$ cat config.mk
export PLATFORM = sky130hd
export DESIGN_NAME = input_conditioner_flat
export DESIGN_NICKNAME = d
export VERILOG_FILES = /design/src/rtl/input_conditioner_if.sv /design/src/rtl/input_conditioner.sv /design/src/flat_wrapper.sv
export SDC_FILE = /design/constraint.sdc
export NUM_CORES = 1
export LEC_CHECK = 0
export BUFFER_PORTS_ARGS = -buffer_cell sky130_fd_sc_hd__buf_2
export CAP_MARGIN = 40
export CELL_PAD_IN_SITES_DETAIL_PLACEMENT = 0
export CELL_PAD_IN_SITES_GLOBAL_PLACEMENT = 1
export CORE_AREA = 5 5 83 70
export CTS_CLUSTER_SIZE = 40
export DETAILED_ROUTE_END_ITERATION = 10
export DIE_AREA = 0 0 88 75
export GPL_TIMING_DRIVEN = 1
export PLACE_DENSITY = 0.82
export SLEW_MARGIN = 5
export SYNTH_ARGS = -nofsm -noshare
export SYNTH_HDL_FRONTEND = slang
export SYNTH_SLANG_ARGS = --single-unit
$ cat constraint.sdc
create_clock -name clk -period 2.1 [get_ports clk]
set_clock_uncertainty 0.05 [all_clocks]
set_input_delay 0.315 -clock clk [delete_from_list [all_inputs] [get_ports clk]]
set_output_delay 0.315 -clock clk [all_outputs]
set_load 0.05 [all_outputs]
$ cat src/rtl/input_conditioner_if.sv
// Purpose: bundles the raw switch inputs and conditioned outputs of input_conditioner.
// Signals:
//   raw_in      asynchronous raw switch/button levels (driven by the board side)
//   level_out   debounced level per channel
//   rise_pulse  one-cycle strobe on a 0->1 change of level_out
//   fall_pulse  one-cycle strobe on a 1->0 change of level_out
// Modports: master = board/stimulus side, slave = conditioner side.
interface input_conditioner_if #(
  parameter int unsigned WIDTH = 3
);
  logic [WIDTH-1:0] raw_in;
  logic [WIDTH-1:0] level_out;
  logic [WIDTH-1:0] rise_pulse;
  logic [WIDTH-1:0] fall_pulse;

  modport master (
    output raw_in,
    input  level_out,
    input  rise_pulse,
    input  fall_pulse
  );

  modport slave (
    input  raw_in,
    output level_out,
    output rise_pulse,
    output fall_pulse
  );
endinterface

$ cat src/rtl/input_conditioner.sv
// Purpose: conditions raw board switches/buttons into clean clock-synchronous levels.
//   Per channel: 2-FF synchronizer, counter-based debouncer, one-cycle rise/fall strobes.
// Ports:
//   clk  system clock, rising edge
//   rst  synchronous active-high reset
//   bus  input_conditioner_if.slave: raw_in in; level_out, rise_pulse, fall_pulse out
//        (all outputs registered)
module input_conditioner #(
  parameter int unsigned WIDTH           = 3,
  parameter int unsigned DEBOUNCE_CYCLES = 1000
) (
  input  logic                clk,
  input  logic                rst,
  input_conditioner_if.slave  bus
);

  localparam int unsigned CNT_W = (DEBOUNCE_CYCLES > 1) ? $clog2(DEBOUNCE_CYCLES) : 1;
  localparam logic [CNT_W-1:0] CNT_MAX = CNT_W'(DEBOUNCE_CYCLES - 1);
  localparam logic [CNT_W-1:0] CNT_ONE = CNT_W'(1);

  logic [WIDTH-1:0] sync1;
  logic [WIDTH-1:0] sync2;
  logic [WIDTH-1:0] level_q;
  logic [WIDTH-1:0] rise_q;
  logic [WIDTH-1:0] fall_q;
  logic [CNT_W-1:0] cnt [WIDTH];

  // Synchronizer plus per-channel debounce; a channel is accepted once the
  // mismatch has persisted with the counter already at its terminal value.
  always_ff @(posedge clk) begin
    if (rst) begin
      sync1   <= '0;
      sync2   <= '0;
      level_q <= '0;
      rise_q  <= '0;
      fall_q  <= '0;
      for (int i = 0; i < int'(WIDTH); i++) begin
        cnt[i] <= '0;
      end
    end else begin
      sync1 <= bus.raw_in;
      sync2 <= sync1;
      for (int i = 0; i < int'(WIDTH); i++) begin
        rise_q[i] <= 1'b0;
        fall_q[i] <= 1'b0;
        if (sync2[i] == level_q[i]) begin
          // Stable or reverted excursion: any partial count is discarded.
          cnt[i] <= '0;
        end else if (cnt[i] == CNT_MAX) begin
          level_q[i] <= sync2[i];
          cnt[i]     <= '0;
          rise_q[i]  <= sync2[i];
          fall_q[i]  <= ~sync2[i];
        end else begin
          cnt[i] <= cnt[i] + CNT_ONE;
        end
      end
    end
  end

  assign bus.level_out  = level_q;
  assign bus.rise_pulse = rise_q;
  assign bus.fall_pulse = fall_q;

endmodule

$ cat src/flat_wrapper.sv
// flat-port wrapper written by rule: the top's interface ports become plain ports
module input_conditioner_flat 
#(
  parameter int unsigned WIDTH           = 3,
  parameter int unsigned DEBOUNCE_CYCLES = 1000
)
  (clk, rst, bus_raw_in, bus_level_out, bus_rise_pulse, bus_fall_pulse);
  input_conditioner_if #(.WIDTH(WIDTH)) bus_i ();
  input  logic clk;
  input  logic rst;
  input wire logic [$bits(bus_i.raw_in)-1:0] bus_raw_in;
  output wire logic [$bits(bus_i.level_out)-1:0] bus_level_out;
  output wire logic [$bits(bus_i.rise_pulse)-1:0] bus_rise_pulse;
  output wire logic [$bits(bus_i.fall_pulse)-1:0] bus_fall_pulse;
  assign bus_i.raw_in = bus_raw_in;
  assign bus_level_out = bus_i.level_out;
  assign bus_rise_pulse = bus_i.rise_pulse;
  assign bus_fall_pulse = bus_i.fall_pulse;
  input_conditioner #(.WIDTH(WIDTH), .DEBOUNCE_CYCLES(DEBOUNCE_CYCLES)) u_core (.clk(clk), .rst(rst), .bus(bus_i));
endmodule
Word-level counts from Yosys, hierarchy flattened
Memories as Yosys holds them, arrays and structs flattened.
Cells that the tools add are included.
{ "op_classes": {"n_addsub": 3, "n_eq_ne": 6, "mux": 44, "bitwise_logic": 18, "reduce_logical": 6} }
{ "ops": {"columns": ["cell", "n"], "rows": [
  ["$mux 10", 9],
  ["$mux 1", 35],
  ["$add 10x1->10 const B", 3],
  ["$eq 10x10->1 const B", 3],
  ["$not 1->1", 9],
  ["$or 1x1->1", 9],
  ["$reduce_or 3->1", 3],
  ["$reduce_and 2->1", 3],
  ["$eq 1x1->1", 3]
]} }
{ "totals": {"ff_bits": 15, "ram_bits": 30, "inputBits": 5, "out_inout_bits": 9, "word_cells": 89, "mem_count": 1} }
{ "mem_list": {"columns": ["memory", "words", "word_bits", "rd", "rd_ports_with_merged_regs", "write_ports", "line_no", "rtl"], "rows": [
  ["u_core.cnt", 3, 10, 3, 0, 3, "input_conditioner.sv:26", "logic [CNT_W-1:0] cnt [WIDTH];"]
]} }

Longest topological paths before layout
Gate-level depths: netlist of the first run.
{ "logic_depth": {"word_depth": 7, "ltp_mapped": 7} }

Worst setup path before layout of the first run
No wires, ideal clock.
{ "synth_path": {"path_type": "flip-flop to flip-flop", "from": "mem u_core.cnt[2][3] (netlist name)", "to": "mem u_core.cnt[2][1] (netlist name) (data pin)", "arrival_time_ns": 1.445, "required_time_ns": 1.794, "setup_slack_ns": 0.349, "stages_incl_launch_ff": 5, "n_path_buf": 1, "period_less_slack_ns": 1.751, "cell_sequence": "edfxtp_1 > and4bb_2 > or3b_1 > buf_2 > and3_2"} }
{ "synth_rtl": {"columns": ["element", "line_no"], "rows": [
  ["from (decl)", "input_conditioner.sv:26"]
]} }

==> results of run 1 <==
[area by class of cell]
cell class | count | share of cell area (%)
clock inverter | 2 | 0.566
timing repair buffer | 14 | 2.99
inverter | 4 | 0.618
sequential | 45 | 49.4
clock buffer | 6 | 3.40
tap | 62 | 3.19
multi-input combinational | 170 | 39.8
[cell usage in the layout (no fill, tap or decap), drive strengths merged, types with 2 or more instances in the layout]
master / instances
a21oi: 5
a31oi: 4
and3: 6
and4: 2
and4bb: 3
buf: 14
clkbuf: 6
clkinv: 2
conb: 30
dfxtp: 15
edfxtp: 30
ha: 3
inv: 4
mux2i: 3
nand2: 13
nand2b: 6
nand3: 15
nand4: 3
nor2: 30
nor2b: 9
nor3: 9
o211a: 2
xnor2: 9
xor2: 9
[power by group through the flow]
stage,Sequential (W),Combinational [W],Clock (W)
4_1_cts,0.00100,0.0000690,0.000581
3_5_place_dp,0.00102,0.0000682,0
6_report,0.00100,0.0000693,0.000555
5_1_grt,0.00101,0.0000821,0.000614
3_3_place_gp,0.00102,0.0000682,0
2_1_floorplan,0.00102,0.0000575,0
[cell families after synthesis]
kind of cell,after synthesis
compound gates,16
xor+xnor,18
mux,3
other cells,1
buf+inv,8
fa+ha+maj,3
flops,45
simple gates,100
[through the flow]
step | utilization, % | cell area (µm²) | setup slack [ps] | hold slack, ps | power (W)
2_1_floorplan | - | 2210 | 349 | 337 | 0.00107
3_3_place_gp | 48.0 | 2330 | 330 | 370 | 0.00109
3_5_place_dp | 48.0 | 2330 | 292 | 380 | 0.00109
4_1_cts | 50.0 | 2430 | 284 | 167 | 0.00165
5_1_grt | 50.0 | 2430 | 178 | 186 | 0.00171
6_report | 50.0 | 2430 | 285 | 176 | 0.00163
[worst max path at each step]
stage / from / to / depth (start not counted)
final: u_core.cnt[2][3] / u_core.cnt[2][1] / 3
after global routing: u_core.cnt[0][0] / u_core.cnt[0][3] / 5
after global placement: u_core.cnt[2][3] / u_core.cnt[2][1] / 3
after detailed placement: u_core.cnt[0][0] / u_core.cnt[0][6] / 5
after CTS: u_core.cnt[2][3] / u_core.cnt[2][1] / 3
after floorplan: u_core.cnt[2][3] / u_core.cnt[2][1] / 4
[metal layers]
metal / up-vias / share of wire [%] / GRT usage [%]
met5: - / 0 / 0
met4: 0 / 1.4 / 4.60
met3: 5 / 3.0 / 2.95
met2: 12 / 40 / 17.6
met1: 637 / 55 / 16.0
li1: 755 / - / -
[critical path, stage by stage, from the launching register on]
cell      delay (ps)
edfxtp_1         470
and4bb_2         370
or3b_1           440
and3_2           240
[registers in the layout (all words and copies together) (netlist names)]
register               cells
u_core.sync2               3
u_core.bus.rise_pulse      3
u_core.sync1               3
u_core.bus.level_out       3
u_core.bus.fall_pulse      3
u_core.cnt                30
==> out/qor.yml, run 1 <==
global_routing:
  grt_pass1_vias: 1360
  antenna_found_initial: 0
  grt_pass1_wl_mm: 5.94
  track_usage_pct: 11.6
  overflow: 0
  grt_start_max_net_pins: 15
finish:
  fin_cells: 303
  num_antenna_cells: 0
  areaGrowthSynthToFinish_pct: 15.8
  fill_cells: 470
  regArea_mm2: 0.00120
  num-nets-final: 248
  multi_input_area_um2: 968
  drive_gt1_share_pct: 11.2
detailed_routing:
  drtPass1Iterations: 4
  wl_per_cell_um: 11.1
  vias_per_cell: 4.65
  drc: 0
  drtIter0Drc: 59
  ant_nets: 0
  drt_wl_total_mm: 3.37
  vias: 1409
setup_path:
  critPathKind: "reg2reg"
  path_max_fanout: 6
  setup.worst_path.start_class: "register"
  r2r-start: "u_core.cnt[2][3]"
  cp.arrival_ps: 1810
  critPathCaptureType: "register"
  critPathRequiredTime_ps: 2100
  reg2regPathDepth: 3
  r2r-end: "u_core.cnt[2][1]"
  regToRegSetupSlack_ps: 280
hold_path:
  holdCritPathClass: "in2reg"
  min_to: "u_core.sync1[0]"
  hp-start: "bus_raw_in[0]"
  holdPathStages: 2
pwr:
  p_leak_nw: 0.974
  internal-power_w: 0.00127
  p_sw_share_pct: 21.9
  switchingPower_w: 0.000358
  pwr-share-seq_pct: 61.7
  p_clk_share_pct: 34.1
  ir_drop_uv: 420
  comb_power_share_pct: 4.3
  p_per_area_mw_per_mm2: 670
synthesis:
  synth_ff_type: "edfxtp_1"
  synth_area_leaders: "edfxtp_1 (43%), dfxtp_1 (14%), nor2_1 (5.4%)"
  synthAdderAreaFrac_pct: 1.79
  yosysTopAreaCell: "edfxtp_1"
  synthTopCellsByCount: "edfxtp_1 (30), nor2_1 (30), dfxtp_1 (15), nand3_1 (15), nand2_1 (13)"
  synthMuxAreaShare_pct: 1.43
  ys_seq_area_share_pct: 57.2
  synth_xor_area_share_pct: 7.51
  ys_async_sr_fraction_pct: 0
  synth_top_area_share_pct: 42.9
  syn_area_per_cell_um2: 10.8
  synthesis.area_mm2: 0.00210
  yosysWarnings: 0
  syn_inst: 194
  ys_ff_latch: 45
  synth_compound_area_share_pct: 5.42
  synth-edff-count: 30
  synthSimpleGateAreaFrac_pct: 24.6
  synth_cell_types: 34
  synth_top_family_by_area: "simple AND/OR/NAND/NOR gates"
clock_network:
  cts_setup_buffers: 0
  cts-root-buf: "clkbuf_8"
  cts_buffers: 5
  cts_htree_levels: 2
  clkSinkCount: 45
  tritoncts: "done"
  cts_buffer_depth: 2
  clk-insertion-delay-late_ps: 290
  path_clk_slew_ps: 90
  post_cts_resize_count: 0
  holdBufCountCts: 0
floorplan:
  die_h_um: 75
  initial_core_util_pct: 43.2
  core_area_mm2: 0.00486
  rows: 23
  fp.dieW_um: 88
  ios: 14
  die_area_mm2: 0.00660
placement:
  port_buffers: 13
  hpwl_mm: 2.43
  gp_congestion: 0.722
  dp_cells: 295
timing:
  fin_crit_sh_pct: 86.4
  fmax_ghz: 0.551
  fin_crit_ps: 1820
  rsz0062_at_grt: "no"
  hold_violations: 0
  setup_viol: 0
  maxSlewViolCount: 0
  tns_ps: 0
run_status:
  status: "finished, final reports clean"
job:
  maxCapViolations: 0
(Power assumes the default switching activity.)
==> run 2: changes to the inputs <==
--- a/config.mk
+++ b/config.mk
@@ -5,16 +5,17 @@
 export SDC_FILE = /design/constraint.sdc
 export NUM_CORES = 1
 export LEC_CHECK = 0
+export ABC_AREA = 1
 export BUFFER_PORTS_ARGS = -buffer_cell sky130_fd_sc_hd__buf_2
 export CAP_MARGIN = 40
 export CELL_PAD_IN_SITES_DETAIL_PLACEMENT = 0
 export CELL_PAD_IN_SITES_GLOBAL_PLACEMENT = 1
-export CORE_AREA = 5 5 83 70
+export CORE_AREA = 5 5 86 72
 export CTS_CLUSTER_SIZE = 40
 export DETAILED_ROUTE_END_ITERATION = 10
-export DIE_AREA = 0 0 88 75
+export DIE_AREA = 0 0 91 77
 export GPL_TIMING_DRIVEN = 1
-export PLACE_DENSITY = 0.82
+export PLACE_DENSITY = 0.84
 export SLEW_MARGIN = 5
 export SYNTH_ARGS = -nofsm -noshare
 export SYNTH_HDL_FRONTEND = slang
==> run 2 against run 1 <==
Compared with the run above: first-iteration DRC count rose by 20%; largest power group unchanged; non-clock buffer count is 1 lower; clock power grew 12%; worst hold slack lost 19 ps.
==> out/qor.yml, run 2 <==
run_status:
  status: "finished, final reports clean"  # unchanged
detailed_routing:
  drt_wl_total_mm: 3.75  # was 3.37 mm
  ant_nets: 0  # unchanged
  drtIter0Drc: 71  # was 59
  wl_per_cell_um: 10.2  # was 11.1 µm
  vias_per_cell: 4.49  # was 4.65
  drtPass1Iterations: 4  # unchanged
  vias: 1649  # was 1,409
  drc: 0  # unchanged
placement:
  port_buffers: 13  # unchanged
  dp_cells: 359  # was 295
  gp_congestion: 0.746  # was 0.722
  place_ws_ps: 558  # was 292 ps
  hpwl_mm: 2.87  # was 2.43 mm
setup_path:
  cp.arrival_ps: 1640  # was 1810 ps
  regToRegSetupSlack_ps: 560  # was 280 ps
  critPathRequiredTime_ps: 2200  # was 2100 ps
  critPathKind: "reg2reg"  # unchanged
  setup.worst_path.start_class: "register"  # unchanged
  path_max_fanout: 10  # was 6
  critPathCaptureType: "register"  # unchanged
floorplan:
  fp.dieW_um: 91  # was 88 µm
  core_area_mm2: 0.00526  # was 0.00486 mm²
  initial_core_util_pct: 42.8  # was 43.2%
  die_h_um: 77  # was 75 µm
  rows: 24  # was 23
  ios: 14  # unchanged
  die_area_mm2: 0.00701  # was 0.00660 mm²
finish:
  areaGrowthSynthToFinish_pct: 15.5  # was 15.8%
  regMostFlops: "u_core.cnt"  # unchanged
  multi_input_area_um2: 996  # was 968 µm²
  fill_cells: 516  # was 470
  num-nets-final: 309  # was 248
  fin_cells: 367  # was 303
  final_cell_mix: "nand2_1 (45), inv_1 (37), nor2_1 (37)"  # was nor2_1 (30), edfxtp_1 (30), conb_1 (30)
  num_antenna_cells: 0  # unchanged
  drive_gt1_share_pct: 14.2  # was 11.2%
  regArea_mm2: 0.00120  # unchanged
  largest_register_ffs: 30  # unchanged
  final_common_cell: "nand2_1"
synthesis:
  synth-edff-count: 30  # unchanged
  synthTopCellsByCount: "nand2_1 (45), inv_1 (37), nor2_1 (37)"  # was edfxtp_1 (30), nor2_1 (30), dfxtp_1 (15), nand3_1 (15), nand2_1 (13)
  ys_ff_latch: 45  # unchanged
  yosysWarnings: 0  # unchanged
  ys_async_sr_fraction_pct: 0  # unchanged
  syn_area_per_cell_um2: 8.85  # was 10.8 µm²
  synth_cell_types: 25  # was 34
  synthesis.area_mm2: 0.00225  # was 0.00210 mm²
  syn_inst: 254  # was 194
  ys_seq_area_share_pct: 53.5  # was 57.2%
  yosysTopAreaCell: "edfxtp_1"  # unchanged
  yosysMostFrequentCell: "nand2_1"
  synth_area_leaders: "edfxtp_1 (40%), dfxtp_1 (13%), nand2_1 (7.5%)"  # was edfxtp_1 (43%), dfxtp_1 (14%), nor2_1 (5.4%)
  synth_ff_type: "edfxtp_1"  # unchanged
  synth_top_area_share_pct: 40.1  # was 42.9%
timing:
  fin_crit_sh_pct: 73.2  # was 86.4%
  setup_viol: 0  # unchanged
  rsz0062_at_grt: "no"  # unchanged
  tns_ps: 0  # unchanged
  maxSlewViolCount: 0  # unchanged
  layout_setup_ws_ps: 563  # was 285 ps
  hold_violations: 0  # unchanged
  fin_crit_ps: 1540  # was 1820 ps
  fmax_ghz: 0.650  # was 0.551 GHz
global_routing:
  track_usage_pct: 12.0  # was 11.6%
  antenna_found_initial: 0  # unchanged
  grt_start_max_net_pins: 16  # was 15
  grt_pass1_wl_mm: 6.80  # was 5.94 mm
  grt_pass1_vias: 1582  # was 1,360
  overflow: 0  # unchanged
pwr:
  switchingPower_w: 0.000396  # was 0.000358 W
  pwr-share-seq_pct: 58.8  # was 61.7%
  internal-power_w: 0.00131  # was 0.00127 W
  comb_power_share_pct: 4.7  # was 4.3%
  p_per_area_mw_per_mm2: 657  # was 670 mW/mm²
  p_sw_share_pct: 23.2  # was 21.9%
  total_power_w: 0.00171  # was 0.00163 W
  ir_drop_uv: 530  # was 420 µV
  p_clk_share_pct: 36.5  # was 34.1%
  p_leak_nw: 1.08  # was 0.974 nW
clock_network:
  post_cts_resize_count: 0  # unchanged
  clkSinkCount: 45  # unchanged
  cts_buffers: 5  # unchanged
  clk-insertion-delay-late_ps: 300  # was 290 ps
  cts_htree_levels: 2  # unchanged
  cts_buffer_depth: 2  # unchanged
  cts-root-buf: "clkbuf_8"  # unchanged
  cts_setup_buffers: 0  # unchanged
  holdBufCountCts: 0  # unchanged
  path_clk_slew_ps: 90  # about the same
  tritoncts: "done"  # unchanged
job:
  maxCapViolations: 0  # unchanged
hold_path:
  holdCritPathClass: "in2reg"  # unchanged
[run 2: critical path, stage by stage, from the launching register on]
cell and delay [ps]:
edfxtp_1 430, ha_1 240, inv_1 90, nor2_1 50, nand3_1 120, nand3_2 210
a21oi_1 190
[run 2: per-stage QoR]
| step | hold slack [ps] | util (%) | area [µm²] |
|---|---|---|---|
| 3_5_place_dp | 342 | 47.3 | 2490 |
| 5_1_grt | 151 | 49.4 | 2590 |
| 4_1_cts | 140 | 49.4 | 2590 |
| 2_1_floorplan | 338 | - | 2360 |
| 6_report | 158 | 49.4 | 2590 |
| 3_3_place_gp | 344 | 47.3 | 2490 |
[run 2: path summary, 6_finish.rpt]
kind,start,to,depth (start not counted)
setup / recovery,u_core.cnt[1][0],u_core.cnt[1][9],6
hold / removal,bus_raw_in[2],u_core.sync1[2],3
setup reg to reg,u_core.cnt[1][0],u_core.cnt[1][9],6
hold reg to reg,u_core.sync1[0],u_core.sync2[0],2
[run 2: final cells by class]
type	count	share of cell area [%]
well taps	65	3.13
multi-input cells	198	38.4
inverters	38	5.50
clock inverters	2	0.579
flip-flops and latches	45	46.3
clock buffers	6	3.62
repair buffers	13	2.51
[run 2: logic make-up (layout without fill, tap and decap cells)]
| logic type | after synthesis | in the layout | share of synthesized area, % |
|---|---|---|---|
| and+or+nand+nor | 138 | 138 | 30.2 |
| DFF | 45 | 45 | 53.5 |
| buffers and inverters | 40 | 59 | 7.07 |
| AOI/OAI and AO/OA | 19 | 19 | 4.34 |
| xor gates and xnor gates | 8 | 8 | 3.12 |
| adders and majority gates | 3 | 3 | 1.67 |
| other | 1 | 30 | 0.167 |
[run 2: power by group through the flow]
| stage | Sequential [W] | Clock (W) | Combinational (W) |
|---|---|---|---|
| floorplan | 0.00101 | 0 | 0.0000688 |
| global route | 0.00101 | 0.000679 | 0.0000963 |
| global placement | 0.00102 | 0 | 0.0000787 |
| finish | 0.00100 | 0.000623 | 0.0000797 |
| CTS | 0.00100 | 0.000649 | 0.0000797 |
| detailed placement | 0.00102 | 0 | 0.0000792 |
[run 2: metal layers]
| metal | global-route usage [%] | vias to the layer above | routed length, µm |
|---|---|---|---|
| li1 | - | 894 | - |
| met1 | 15.6 | 731 | 1910 |
| met2 | 18.9 | 18 | 1630 |
| met3 | 2.94 | 6 | 133 |
| met4 | 5.28 | 0 | 75 |
| met5 | 0 | - | 0 |
